File: config.mk
export PLATFORM = sky130hd
export DESIGN_NAME = icache_axi_rd_bridge_flat
export DESIGN_NICKNAME = d
export VERILOG_FILES = /design/src/rtl/icache_axi_rd_bridge_pkg.sv /design/src/rtl/icache_axi_rd_bridge_if.sv /design/src/rtl/icache_axi_rd_bridge.sv /design/src/flat_wrapper.sv
export SDC_FILE = /design/constraint.sdc
export NUM_CORES = 1
export LEC_CHECK = 0
export BUFFER_PORTS_ARGS = -buffer_cell sky130_fd_sc_hd__buf_2
export CAP_MARGIN = 20
export CORE_MARGIN = 4
export CORE_UTILIZATION = 45
export CTS_CLUSTER_SIZE = 30
export DETAILED_ROUTE_END_ITERATION = 7
export HOLD_SLACK_MARGIN = 0.12
export PLACE_DENSITY = 0.8
export SLEW_MARGIN = 20
export SYNTH_ARGS = -nofsm -noshare
export SYNTH_HDL_FRONTEND = slang
export SYNTH_SLANG_ARGS = --single-unit
File: constraint.sdc
create_clock -name clk_i -period 2 [get_ports clk_i]
set_input_delay 0.2 -clock clk_i [delete_from_list [all_inputs] [get_ports clk_i]]
set_output_delay 0.2 -clock clk_i [all_outputs]
set_load 0.01 [all_outputs]
File: src/rtl/icache_axi_rd_bridge_pkg.sv
// Shared types and AXI constants for the I-cache miss-service read bridge.
package icache_axi_rd_bridge_pkg;

  typedef enum logic [2:0] {
    StIdle,
    StAr,
    StR,
    StResp,
    StGap
  } state_e;

  localparam logic [1:0] BurstIncr = 2'b01;
  localparam logic [2:0] Size8B    = 3'b011;
  localparam logic [1:0] RespOkay  = 2'b00;
  localparam logic [7:0] LenSingle = 8'd0;

  localparam int unsigned RdIdDefault = 0;

endpackage

File: src/rtl/icache_axi_rd_bridge_if.sv
// AXI4 read-address / read-data channel bundle used between the bridge and the crossbar.
interface icache_axi_rd_bridge_if
  import icache_axi_rd_bridge_pkg::*;
#(
  parameter int unsigned ADDR_W = 32,
  parameter int unsigned DATA_W = 64,
  parameter int unsigned ID_W   = 4
);

  logic              arvalid;
  logic              arready;
  logic [ADDR_W-1:0] araddr;
  logic [ID_W-1:0]   arid;
  logic [7:0]        arlen;
  logic [2:0]        arsize;
  logic [1:0]        arburst;

  logic              rvalid;
  logic              rready;
  logic [DATA_W-1:0] rdata;
  logic [1:0]        rresp;
  logic              rlast;
  logic [ID_W-1:0]   rid;

  modport master (
    output arvalid, araddr, arid, arlen, arsize, arburst, rready,
    input  arready, rvalid, rdata, rresp, rlast, rid
  );

  modport slave (
    input  arvalid, araddr, arid, arlen, arsize, arburst, rready,
    output arready, rvalid, rdata, rresp, rlast, rid
  );

endinterface

File: src/rtl/icache_axi_rd_bridge.sv
// Serves one I-cache miss at a time as a single-beat AXI4 read and returns the data as a pulse.
// A flush while the read is outstanding lets the beat drain but suppresses the return pulse.
module icache_axi_rd_bridge
  import icache_axi_rd_bridge_pkg::*;
#(
  parameter int unsigned ADDR_W = 32,
  parameter int unsigned DATA_W = 64,
  parameter int unsigned ID_W   = 4,
  parameter int unsigned RD_ID  = RdIdDefault
) (
  input  logic              clk_i,
  input  logic              rst_ni,

  input  logic              axi_ena_i,
  input  logic [63:0]       axi_pc_i,
  input  logic              flush_i,
  output logic [DATA_W-1:0] axi_inst_o,
  output logic              axi_valid_o,
  output logic              axi_err_o,
  output logic [31:0]       miss_cnt_o,

  icache_axi_rd_bridge_if.master axi
);

  state_e            state_q, state_d;
  logic [ADDR_W-1:0] araddr_q, araddr_d;
  logic [DATA_W-1:0] inst_q, inst_d;
  logic              err_q, err_d;
  logic [31:0]       cnt_q, cnt_d;
  logic              drop_q, drop_d;

  always_comb begin
    state_d  = state_q;
    araddr_d = araddr_q;
    inst_d   = inst_q;
    err_d    = err_q;
    cnt_d    = cnt_q;
    drop_d   = drop_q;

    unique case (state_q)
      StIdle: begin
        drop_d = 1'b0;
        if (axi_ena_i && !flush_i) begin
          araddr_d = {axi_pc_i[ADDR_W-1:3], 3'b000};
          state_d  = StAr;
        end
      end
      StAr: begin
        // arvalid must stay up until the handshake; a flush only marks the result for dropping.
        if (flush_i) begin
          drop_d = 1'b1;
        end
        if (axi.arready) begin
          cnt_d   = cnt_q + 32'd1;
          state_d = StR;
        end
      end
      StR: begin
        if (axi.rvalid) begin
          inst_d = axi.rdata;
          err_d  = (axi.rresp != RespOkay);
          if (drop_q || flush_i) begin
            drop_d  = 1'b0;
            state_d = StIdle;
          end else begin
            state_d = StResp;
          end
        end else if (flush_i) begin
          drop_d = 1'b1;
        end
      end
      StResp: state_d = StGap;
      // Lets the cache write its tag and release axi_ena before we look at it again.
      StGap:  state_d = StIdle;
      default: state_d = StIdle;
    endcase
  end

  always_ff @(posedge clk_i or negedge rst_ni) begin
    if (!rst_ni) begin
      state_q  <= StIdle;
      araddr_q <= '0;
      inst_q   <= '0;
      err_q    <= 1'b0;
      cnt_q    <= '0;
      drop_q   <= 1'b0;
    end else begin
      state_q  <= state_d;
      araddr_q <= araddr_d;
      inst_q   <= inst_d;
      err_q    <= err_d;
      cnt_q    <= cnt_d;
      drop_q   <= drop_d;
    end
  end

  assign axi.arvalid = (state_q == StAr);
  assign axi.araddr  = araddr_q;
  assign axi.arid    = ID_W'(RD_ID);
  assign axi.arlen   = LenSingle;
  assign axi.arsize  = Size8B;
  assign axi.arburst = BurstIncr;
  assign axi.rready  = (state_q == StR);

  assign axi_valid_o = (state_q == StResp);
  assign axi_err_o   = (state_q == StResp) && err_q;
  assign axi_inst_o  = inst_q;
  assign miss_cnt_o  = cnt_q;

  // rlast is always 1 and rid is ignored with a single outstanding read.
  logic unused_in;
  assign unused_in = ^{axi_pc_i, axi.rlast, axi.rid};

endmodule

File: src/flat_wrapper.sv
// flat-port wrapper written by rule: the top's interface ports become plain ports
module icache_axi_rd_bridge_flat import icache_axi_rd_bridge_pkg::*;
#(
  parameter int unsigned ADDR_W = 32,
  parameter int unsigned DATA_W = 64,
  parameter int unsigned ID_W   = 4,
  parameter int unsigned RD_ID  = RdIdDefault
)
  (clk_i, rst_ni, axi_ena_i, axi_pc_i, flush_i, axi_inst_o, axi_valid_o, axi_err_o, miss_cnt_o, axi_arvalid, axi_araddr, axi_arid, axi_arlen, axi_arsize, axi_arburst, axi_rready, axi_arready, axi_rvalid, axi_rdata, axi_rresp, axi_rlast, axi_rid);
  icache_axi_rd_bridge_if #(.ADDR_W(ADDR_W), .DATA_W(DATA_W), .ID_W(ID_W)) axi_i ();
  input  logic clk_i;
  input  logic rst_ni;
  input  logic axi_ena_i;
  input  logic [63:0] axi_pc_i;
  input  logic flush_i;
  output logic [DATA_W-1:0] axi_inst_o;
  output logic axi_valid_o;
  output logic axi_err_o;
  output logic [31:0] miss_cnt_o;
  output wire logic [$bits(axi_i.arvalid)-1:0] axi_arvalid;
  output wire logic [$bits(axi_i.araddr)-1:0] axi_araddr;
  output wire logic [$bits(axi_i.arid)-1:0] axi_arid;
  output wire logic [$bits(axi_i.arlen)-1:0] axi_arlen;
  output wire logic [$bits(axi_i.arsize)-1:0] axi_arsize;
  output wire logic [$bits(axi_i.arburst)-1:0] axi_arburst;
  output wire logic [$bits(axi_i.rready)-1:0] axi_rready;
  input wire logic [$bits(axi_i.arready)-1:0] axi_arready;
  input wire logic [$bits(axi_i.rvalid)-1:0] axi_rvalid;
  input wire logic [$bits(axi_i.rdata)-1:0] axi_rdata;
  input wire logic [$bits(axi_i.rresp)-1:0] axi_rresp;
  input wire logic [$bits(axi_i.rlast)-1:0] axi_rlast;
  input wire logic [$bits(axi_i.rid)-1:0] axi_rid;
  assign axi_arvalid = axi_i.arvalid;
  assign axi_araddr = axi_i.araddr;
  assign axi_arid = axi_i.arid;
  assign axi_arlen = axi_i.arlen;
  assign axi_arsize = axi_i.arsize;
  assign axi_arburst = axi_i.arburst;
  assign axi_rready = axi_i.rready;
  assign axi_i.arready = axi_arready;
  assign axi_i.rvalid = axi_rvalid;
  assign axi_i.rdata = axi_rdata;
  assign axi_i.rresp = axi_rresp;
  assign axi_i.rlast = axi_rlast;
  assign axi_i.rid = axi_rid;
  icache_axi_rd_bridge #(.ADDR_W(ADDR_W), .DATA_W(DATA_W), .ID_W(ID_W), .RD_ID(RD_ID)) u_core (.clk_i(clk_i), .rst_ni(rst_ni), .axi_ena_i(axi_ena_i), .axi_pc_i(axi_pc_i), .flush_i(flush_i), .axi_inst_o(axi_inst_o), .axi_valid_o(axi_valid_o), .axi_err_o(axi_err_o), .miss_cnt_o(miss_cnt_o), .axi(axi_i));
endmodule
* After elaboration in Yosys (flattened, before gate mapping)
Index checks and enable logic that the tools add are counted.
** Storage, ports and cells
- Bits in registers :: 130
- Bits of input ports :: 141
** Operators by class
- Add/subtract/negate cells :: 1
- Equal/unequal tests :: 7
- Muxes and demuxes :: 9
- Reduce and logical (&&, ||, !) cells :: 12
** Operators by type and width (count)
- $add 32x1->32 const B :: 1
- $pmux 3 s4 :: 1
- $mux 3 :: 3
- $reduce_and 2->1 :: 4
- $eq 3x2->1 const B :: 2
- $ne 2x1->1 const B :: 3
- $eq 3x1->1 const B :: 1
- $logic_not 3->1 :: 1
- $mux 1 :: 3
- $ne 3x2->1 const B :: 1
- $pmux 1 s3 :: 1
- $reduce_and 3->1 :: 1
- $reduce_bool 3->1 :: 1
- $logic_and 1x1->1 :: 2
- $mux 2 :: 1
- $reduce_bool 2->1 :: 1
- $logic_not 1->1 :: 1
- $logic_or 1x1->1 :: 1

* Depth between registers and ports, before layout
Gate-level depths: netlist of the first run.
- Word-level depth :: 4
- Depth in mapped cells :: 7
- Mapped depth without buffers :: 4

* Worst setup path after synthesis of the first run
No wires, ideal clock.
- Path kind :: reg-to-reg
- Start :: register u_core.state_q[0]
- End :: register u_core.araddr_q[21] (netlist: u_core.axi.araddr[21])
- Library setup time :: 0.127 ns
- Data arrival time :: 1.472 ns
- Path slack :: 0.400 ns
- Stages on the path, launching flop included :: 6
- Buffers on the path :: 3
- Period minus slack after synthesis :: 1.600 ns
- Path through :: dfrtp_1 > buf_4 > nor4_2 > buf_2 > buf_6 > mux2_1
** On the way
- Longest elaborated chain between the ends :: 2
** RTL lines
- from (decl) :: RTL line icache_axi_rd_bridge.sv:25 : state_e state_q, state_d;
- from (signal assigned) :: RTL line icache_axi_rd_bridge.sv:81 : state_q <= StIdle;
- from (signal assigned) :: RTL line icache_axi_rd_bridge.sv:88 : state_q <= state_d;
- $logic_not 3->1 :: RTL line icache_axi_rd_bridge.sv:40 : unique case (state_q)
- $reduce_and 2->1 (no source line)
- to (signal assigned) :: RTL line icache_axi_rd_bridge.sv:89 : araddr_q <= araddr_d;
- to (decl) :: RTL line icache_axi_rd_bridge.sv:26 : logic [ADDR_W-1:0] araddr_q, araddr_d;
No other way between the ends.
A chain may end at the register's enable or synchronous reset.

* Final worst setup path of the first run
- Start :: register u_core.state_q[0]
- End :: output port axi_err_o
** On the way
- Longest elaborated chain between the ends :: 2
** RTL lines
- $eq 3x2->1 :: RTL line icache_axi_rd_bridge.sv:106 : assign axi_err_o = (state_q == StResp) && err_q;
- $logic_and 1x1->1 :: RTL line icache_axi_rd_bridge.sv:106
- to (decl) :: RTL line flat_wrapper.sv:18 : output logic axi_err_o;
No other way between the ends.

==> results by group, run 1 <==
STA
  – Setup violators final: 0
  – Period utilization: 0.878
  – Fin crit period: 1.76 ns
  – Fmax: 569 MHz
  – Slew HR: 0.518
  – Max Slew Vio Count: 0
  – Fin Setup TNS: 0 ns
  – RSZ-0062 raised after global routing: no
  – Least-Margin Pin Slew: 0.724 ns
  – Final hold vios: 0
  – Worst Skew: 0.0104 ns

GRT
  – Total grt overflow: 0
  – First-pass GRT wire length: 24.6 mm
  – Initial antenna violation count: 0
  – Largest net degree at the start of global routing: 131
  – Vias in the first global route: 4800
  – GRT Resource Usage Total: 0.218

Yosys
  – Main flop type after synthesis: dfrtp_1
  – Post-synthesis mux area share: 0.194
  – Post-synthesis compound-gate area fraction: 0.00567
  – Synth top area share: 0.589
  – Post-synthesis sequential area ratio: 0.589
  – Async SR Flop Fraction: 1.00
  – Largest family of logic cells by synthesized area: multiplexers
  – Post-Syn Area per Cell: 14.2 um^2
  – Yosys warning count: 0
  – Synth area leader: dfrtp_1
  – Most frequent cell after synthesis: dfrtp_1
  – Seq cells post-synth: 130
  – Synth unique cells: 39
  – Post-synth EDFFs: 0
  – Synthesized netlist cell count: 389
  – Mapped Area: 5520 um^2
  – Simple-gate share of the synthesized area: 0.107
  – Synth cell count leaders: dfrtp_1 (130), mux2_1 (65), mux2_2 (29)
  – Leading post-synthesis cells by cell area: dfrtp_1 (59%), mux2_1 (13%), mux2_2 (5.9%)
  – Adder-cell area share of the yosys netlist: 0.00227
  – Synth Area in XOR/XNOR: 0.0492

Layout
  – Final nets: 870
  – Storage cell area: 3250 um^2
  – Fillers: 820
  – Non-Filler Cell Area, Final: 8390 um^2
  – Final core utilization: 0.699
  – Combined area of the multi-input logic cells: 2060 um^2
  – Layout cell share with drive strength beyond 1: 0.421
  – Antenna diodes: 0
  – Area grow syn2layout: 52.0%

Setup path
  – Data arrival time at the worst-slack endpoint: 1.56 ns
  – CP max stage delay: 0.45 ns
  – Crit-path cells: buf_4 -> and3_1 -> and2_1 -> buf_2
  – Slowest-stage cell, CP: dfrtp_1
  – Worst setup EP type: output port
  – Crit path max fanout: 6
  – CP Launch Type: flip-flop
  – Worst endpoint required time: 1.80 ns
  – Setup CP Type: reg -> out

Floorplanning
  – Die ar.: 14100 um^2
  – Die H: 119 um
  – IO Count: 290
  – Row Count: 40
  – Die width: 119 um
  – Core Box Area: 12000 um^2
  – Starting density of the core: 0.460

Outcome
  – Status: finished, final reports clean

Place
  – Port Buf Inserts: 229
  – Placed cell area: 6760 um^2
  – Post-DP HPWL: 9.00 mm
  – Routability cong.: 0.811

Detailed routing
  – Via/cell ratio: 4.90
  – Mean routed wirelength per cell: 16.8 um
  – Vias after detailed routing: 4350
  – # DRC: 0
  – DRT iter0 DRCs: 190
  – Routed WL: 14.9 mm
  – 1st-pass router iterations: 4
  – Antenna Violating Nets Remaining: 0

Pwr
  – Leakage: 4.13 nW
  – Maximum vdd drop: 0.969 mV
  – Power Density: 1310 nW/um^2

Clocking
  – Longest Clk Path Bufs: 2
  – CTS Sinks: 130
  – CTS Buf Count: 17
  – CTS tree: yes
  – Root buf cell: clkbuf_16
  – Clk_lat worst skew: 0.41 ns
  – Reg clk slew, reported paths: 0.06 ns
  – H-tree depth: 4
  – # Post-CTS Setup Buffers: 0

Hold path
  – Hold WC Path Type: in -> reg

Flow run
  – Max-cap violations: 0
-- critical path: cells and delay by family, from the launching register on --
kind | cells | cell delay (ns)
and+or+nand+nor | 2 | 0.37
buffers and inverters | 2 | 0.33
DFF | 1 | 0.45
-- power by group --
group / switching (mW) / internal [mW] / total (mW)
Sequential: 0.593 / 3.68 / 4.27
Combinational: 1.74 / 1.76 / 3.50
Clock: 1.16 / 2.10 / 3.26
-- stage by stage --
stage	setup WS, ns	hold WS [ns]	total power [mW]	std cells
floorplan	0.400	-0.0956	6.06	407
global placement	0.354	0.351	7.42	756
detailed placement	0.300	0.366	7.59	756
CTS	0.215	0.276	11.1	888
global route	0.125	0.316	11.7	888
finish	0.244	0.296	11.0	888
-- area by class of cell --
type / instances / share of cell area
clock buffer: 17 / 0.0507
clock inverter: 15 / 0.0248
inverter: 6 / 0.00268
multi-input combinational: 237 / 0.245
sequential: 130 / 0.388
tap: 147 / 0.0219
timing repair buffer: 336 / 0.267
-- worst paths after layout --
| check | cells after the start | from | slack [ns] | to |
|---|---|---|---|---|
| max in group asynchronous | 3 | rst_ni | 0.99 | u_core.axi_inst_o[55] |
| setup reg to reg | 5 | u_core.state_q[0] | 0.25 | u_core.state_q[0] |
| setup / recovery | 4 | u_core.state_q[0] | 0.24 | axi_err_o |
| hold / removal | 5 | axi_ena_i | 0.30 | u_core.state_q[0] |
| min in group asynchronous | 3 | rst_ni | 0.42 | u_core.axi_inst_o[21] |
| hold reg to reg | 1 | u_core.miss_cnt_o[31] | 0.48 | u_core.miss_cnt_o[31] |
-- placed cells by master, fill, tap and decap left out, types with 3 or more instances in the layout --
master	n
inv_1	6
buf_2	228
and2_1	6
buf_12	3
nand2_1	10
and3_1	5
nor3_1	4
nand3_1	8
inv_6	3
clkinv_4	3
xor2_1	10
bufinv_16	4
mux2_2	29
nand4_1	16
conb_1	20
clkbuf_16	17
nor2_1	7
clkinvlp_4	4
mux2_1	65
nand2b_1	3
dfrtp_1	130
xnor2_1	21
nor4_2	6
a21oi_1	4
buf_4	5
dlygate4sd3_1	100
-- state kept, by name, indices dropped and copies added (netlist names) --
name,flops
u_core.err_q,1
u_core.miss_cnt_o,32
u_core.state_q,3
u_core.axi_inst_o,64
u_core.drop_q,1
u_core.axi.araddr,29
-- routing by layer --
layer / vias up / part of all wire / global-route usage
met5: - / 0 / 0
met4: 0 / 0.014 / 0.0702
met3: 18 / 0.069 / 0.0718
met2: 178 / 0.53 / 0.387
met1: 2140 / 0.39 / 0.249
li1: 2014 / - / -
-- kinds of logic (layout without fill, tap and decap cells) --
logic type | count (synthesis) | in the layout
multiplexers | 95 | 95
other | 2 | 20
flip-flops | 130 | 130
AND/OR/NAND/NOR | 84 | 84
AO/OA/AOI/OAI | 6 | 6
adder cells (fa/ha/maj) | 1 | 1
buffers and inverters | 40 | 374
XOR/XNOR | 31 | 31
-- timing repair --
item                      in CTS  in global routing
hold endpoints to repair     227                  0
hold buffers                 100                  0
gates resized for setup        0                  0
Power figures use the tool's default switching activity.
==> run 2, diff against run 1 <==
--- a/config.mk
+++ b/config.mk
@@ -5,7 +5,7 @@
 export SDC_FILE = /design/constraint.sdc
 export NUM_CORES = 1
 export LEC_CHECK = 0
-export BUFFER_PORTS_ARGS = -buffer_cell sky130_fd_sc_hd__buf_2
+export BUFFER_PORTS_ARGS = -buffer_cell sky130_fd_sc_hd__clkbuf_2
 export CAP_MARGIN = 20
 export CORE_MARGIN = 4
 export CORE_UTILIZATION = 45
==> results by group, run 2 (synthesis results as in run 1) <==
GRT
  – Vias in the first global route: 4604 (was 4800)
  – Initial antenna violation count: 0 (unchanged)
  – GRT Resource Usage Total: 0.216 (was 0.218)
  – Total grt overflow: 0 (unchanged)
  – Largest net degree at the start of global routing: 131 (unchanged)
  – First-pass GRT wire length: 24.2 mm (was 24.6 mm)

Hold path
  – Hold WC Path Type: in -> reg (unchanged)
  – Hold Crit Endpoint: u_core.state_q[0] (unchanged)
  – Hold_sp: axi_ena_i (unchanged)
  – Hold depth: 5 (unchanged)

Floorplanning
  – Die width: 119 um (unchanged)
  – Die ar.: 14100 um^2 (unchanged)
  – Row Count: 40 (unchanged)
  – Die H: 119 um (unchanged)
  – Core Box Area: 12000 um^2 (unchanged)
  – Starting density of the core: 0.460 (unchanged)
  – IO Count: 290 (unchanged)

Setup path
  – Crit path max fanout: 11 (was 6)
  – Critical R2R Capture: u_core.miss_cnt_o[31] (was u_core.state_q[0])
  – Data arrival time at the worst-slack endpoint: 2.02 ns (was 1.56 ns)
  – CP top delay family: simple AND/OR/NAND/NOR gates (was flip-flops)
  – CP Launch Type: input port (was flip-flop)
  – Worst setup EP type: flip-flop (was output port)
  – WP buf/inv: 2 (unchanged)
  – Worst endpoint required time: 2.29 ns (was 1.80 ns)
  – Crit path depth: 6 (was 4)
  – Setup CP Type: in -> reg (was reg -> out)
  – Slowest-stage cell, CP: dlygate4sd3_1 (was dfrtp_1)
  – Crit-path cells: dlygate4sd3_1 -> clkbuf_2 -> and4bb_1 -> and2_1 -> nand4_1 -> xnor2_1 (was buf_4 -> and3_1 -> and2_1 -> buf_2)
  – Reg2reg start: u_core.state_q[1] (was u_core.state_q[0])
  – Worst reg-to-reg path cell count: 4 (was 5)
  – CP max stage delay: 0.52 ns (was 0.45 ns)
  – R2R setup slack: 0.28 ns (was 0.25 ns)

Clocking
  – Longest Clk Path Bufs: 2 (unchanged)
  – H-tree depth: 4 (unchanged)
  – Reg clk slew, reported paths: 0.05 ns (was 0.06 ns)
  – Post-CTS Resized: 0 (unchanged)
  – CTS Buf Count: 17 (unchanged)
  – CTS tree: yes (unchanged)
  – Clk_lat worst skew: 0.41 ns (about the same)
  – # Post-CTS Setup Buffers: 0 (unchanged)
  – Root buf cell: clkbuf_16 (unchanged)
  – CTS Sinks: 130 (unchanged)

STA
  – Hold slack: 0.262 ns (was 0.296 ns)
  – Max Slew Vio Count: 0 (unchanged)
  – Fin crit period: 1.73 ns (was 1.76 ns)
  – Setup violators final: 0 (unchanged)
  – Fin Setup TNS: 0 ns (unchanged)
  – Least-Margin Pin Slew: 0.665 ns (was 0.724 ns)
  – RSZ-0062 raised after global routing: no (unchanged)
  – Fmax: 579 MHz (was 569 MHz)
  – Worst Skew: 0.00798 ns (was 0.0104 ns)
  – Period utilization: 0.864 (was 0.878)
  – Slew HR: 0.557 (was 0.518)
  – Final hold vios: 0 (unchanged)

Layout
  – Most common cell after layout, fill and taps aside: clkbuf_2 (was buf_2)
  – Most frequent cells in the layout: clkbuf_2 (228), dfrtp_1 (130), dlygate4sd3_1 (100) (was buf_2 (228), dfrtp_1 (130), dlygate4sd3_1 (100))
  – Layout cell share with drive strength beyond 1: 0.417 (was 0.421)
  – Antenna diodes: 0 (unchanged)
  – Max reg flops: 64 (unchanged)
  – Area grow syn2layout: 50.8% (was 52.0%)
  – Non-Filler Cell Area, Final: 8320 um^2 (was 8390 um^2)
  – Final nets: 870 (unchanged)

Pwr
  – Leakage: 4.12 nW (was 4.13 nW)
  – Maximum vdd drop: 0.955 mV (was 0.969 mV)
  – Power Density: 1290 nW/um^2 (was 1310 nW/um^2)

Place
  – Port Buf Inserts: 229 (unchanged)
  – Placed cell area: 6760 um^2 (unchanged)
  – Post-DP HPWL: 8.98 mm (was 9.00 mm)
  – Routability cong.: 0.833 (was 0.811)

Detailed routing
  – Routed WL: 14.8 mm (was 14.9 mm)
  – Mean routed wirelength per cell: 16.7 um (was 16.8 um)
  – Antenna Violating Nets Remaining: 0 (unchanged)
  – # DRC: 0 (unchanged)
  – Via/cell ratio: 4.86 (was 4.90)
  – Vias after detailed routing: 4302 (was 4350)
  – DRT iter0 DRCs: 182 (was 190)
  – 1st-pass router iterations: 4 (unchanged)

Outcome
  – Status: finished, final reports clean (unchanged)

Flow run
  – Max-cap violations: 0 (unchanged)
run 2: cell types whose count changed in the layout (fill, tap and decap cells not counted), moves of 3 or more:
cell	previous run	this run
clkinv_4	3	0
bufinv_16	4	1
buf_2	228	0
clkbuf_2	0	228
clkinv_2	1	4
clkinvlp_4	4	0
inv_6	3	0
clkbuf_8	0	6
run 2: tightest hold or removal path: stages:
cell and delay [ns]:
clkbuf_2 0.08, nand2b_1 0.13, mux2i_1 0.09, nand2b_1 0.07, a21oi_1 0.06
run 2: worst max-delay path by stage:
stage / startpoint / to / slack, ns
after floorplan: u_core.state_q[0] / u_core.axi.araddr[21] / 0.40
after global placement: u_core.state_q[1] / u_core.miss_cnt_o[31] / 0.30
after detailed placement: u_core.state_q[1] / u_core.miss_cnt_o[27] / 0.27
after CTS: u_core.state_q[2] / axi_err_o / 0.25
after global routing: u_core.state_q[1] / u_core.miss_cnt_o[31] / 0.15
final: axi_arready / u_core.miss_cnt_o[31] / 0.27
run 2: per-stage QoR:
step	power (mW)	std cells	util	setup WS, ns
2_1_floorplan	6.06	407	-	0.400
4_1_cts	10.7	886	0.693	0.253
3_5_place_dp	7.62	756	0.563	0.269
5_1_grt	11.3	886	0.693	0.150
3_3_place_gp	7.44	756	0.563	0.297
6_report	10.7	886	0.693	0.273
run 2: routing by layer:
layer | vias to the layer above | global-route usage | wire (um)
li1 | 2003 | - | -
met1 | 2097 | 0.247 | 5730
met2 | 179 | 0.381 | 7800
met3 | 23 | 0.0636 | 978
met4 | 0 | 0.0825 | 273
met5 | - | 0 | 0
run 2: cell type report:
class	instances	area, um^2
multi-input combinational	237	2060
clock buffer	25	515
timing repair buffer	336	2240
sequential	130	3250
clock inverter	5	50.0
inverter	6	22.5
fill	812	3690
tap	147	184
run 2: what timing repair did:
item / CTS / global route
endpoints found under the setup margin: 0 / 0
hold buffers: 100 / 0
hold endpoints to repair: 227 / 0
run 2: report_power, final:
group          switching (mW)  internal [mW]  leakage [nW]
registers               0.623           3.68          1.61
logic                    1.77           1.75          2.22
clock network            1.03           1.88         0.285
total                    3.42           7.31          4.12
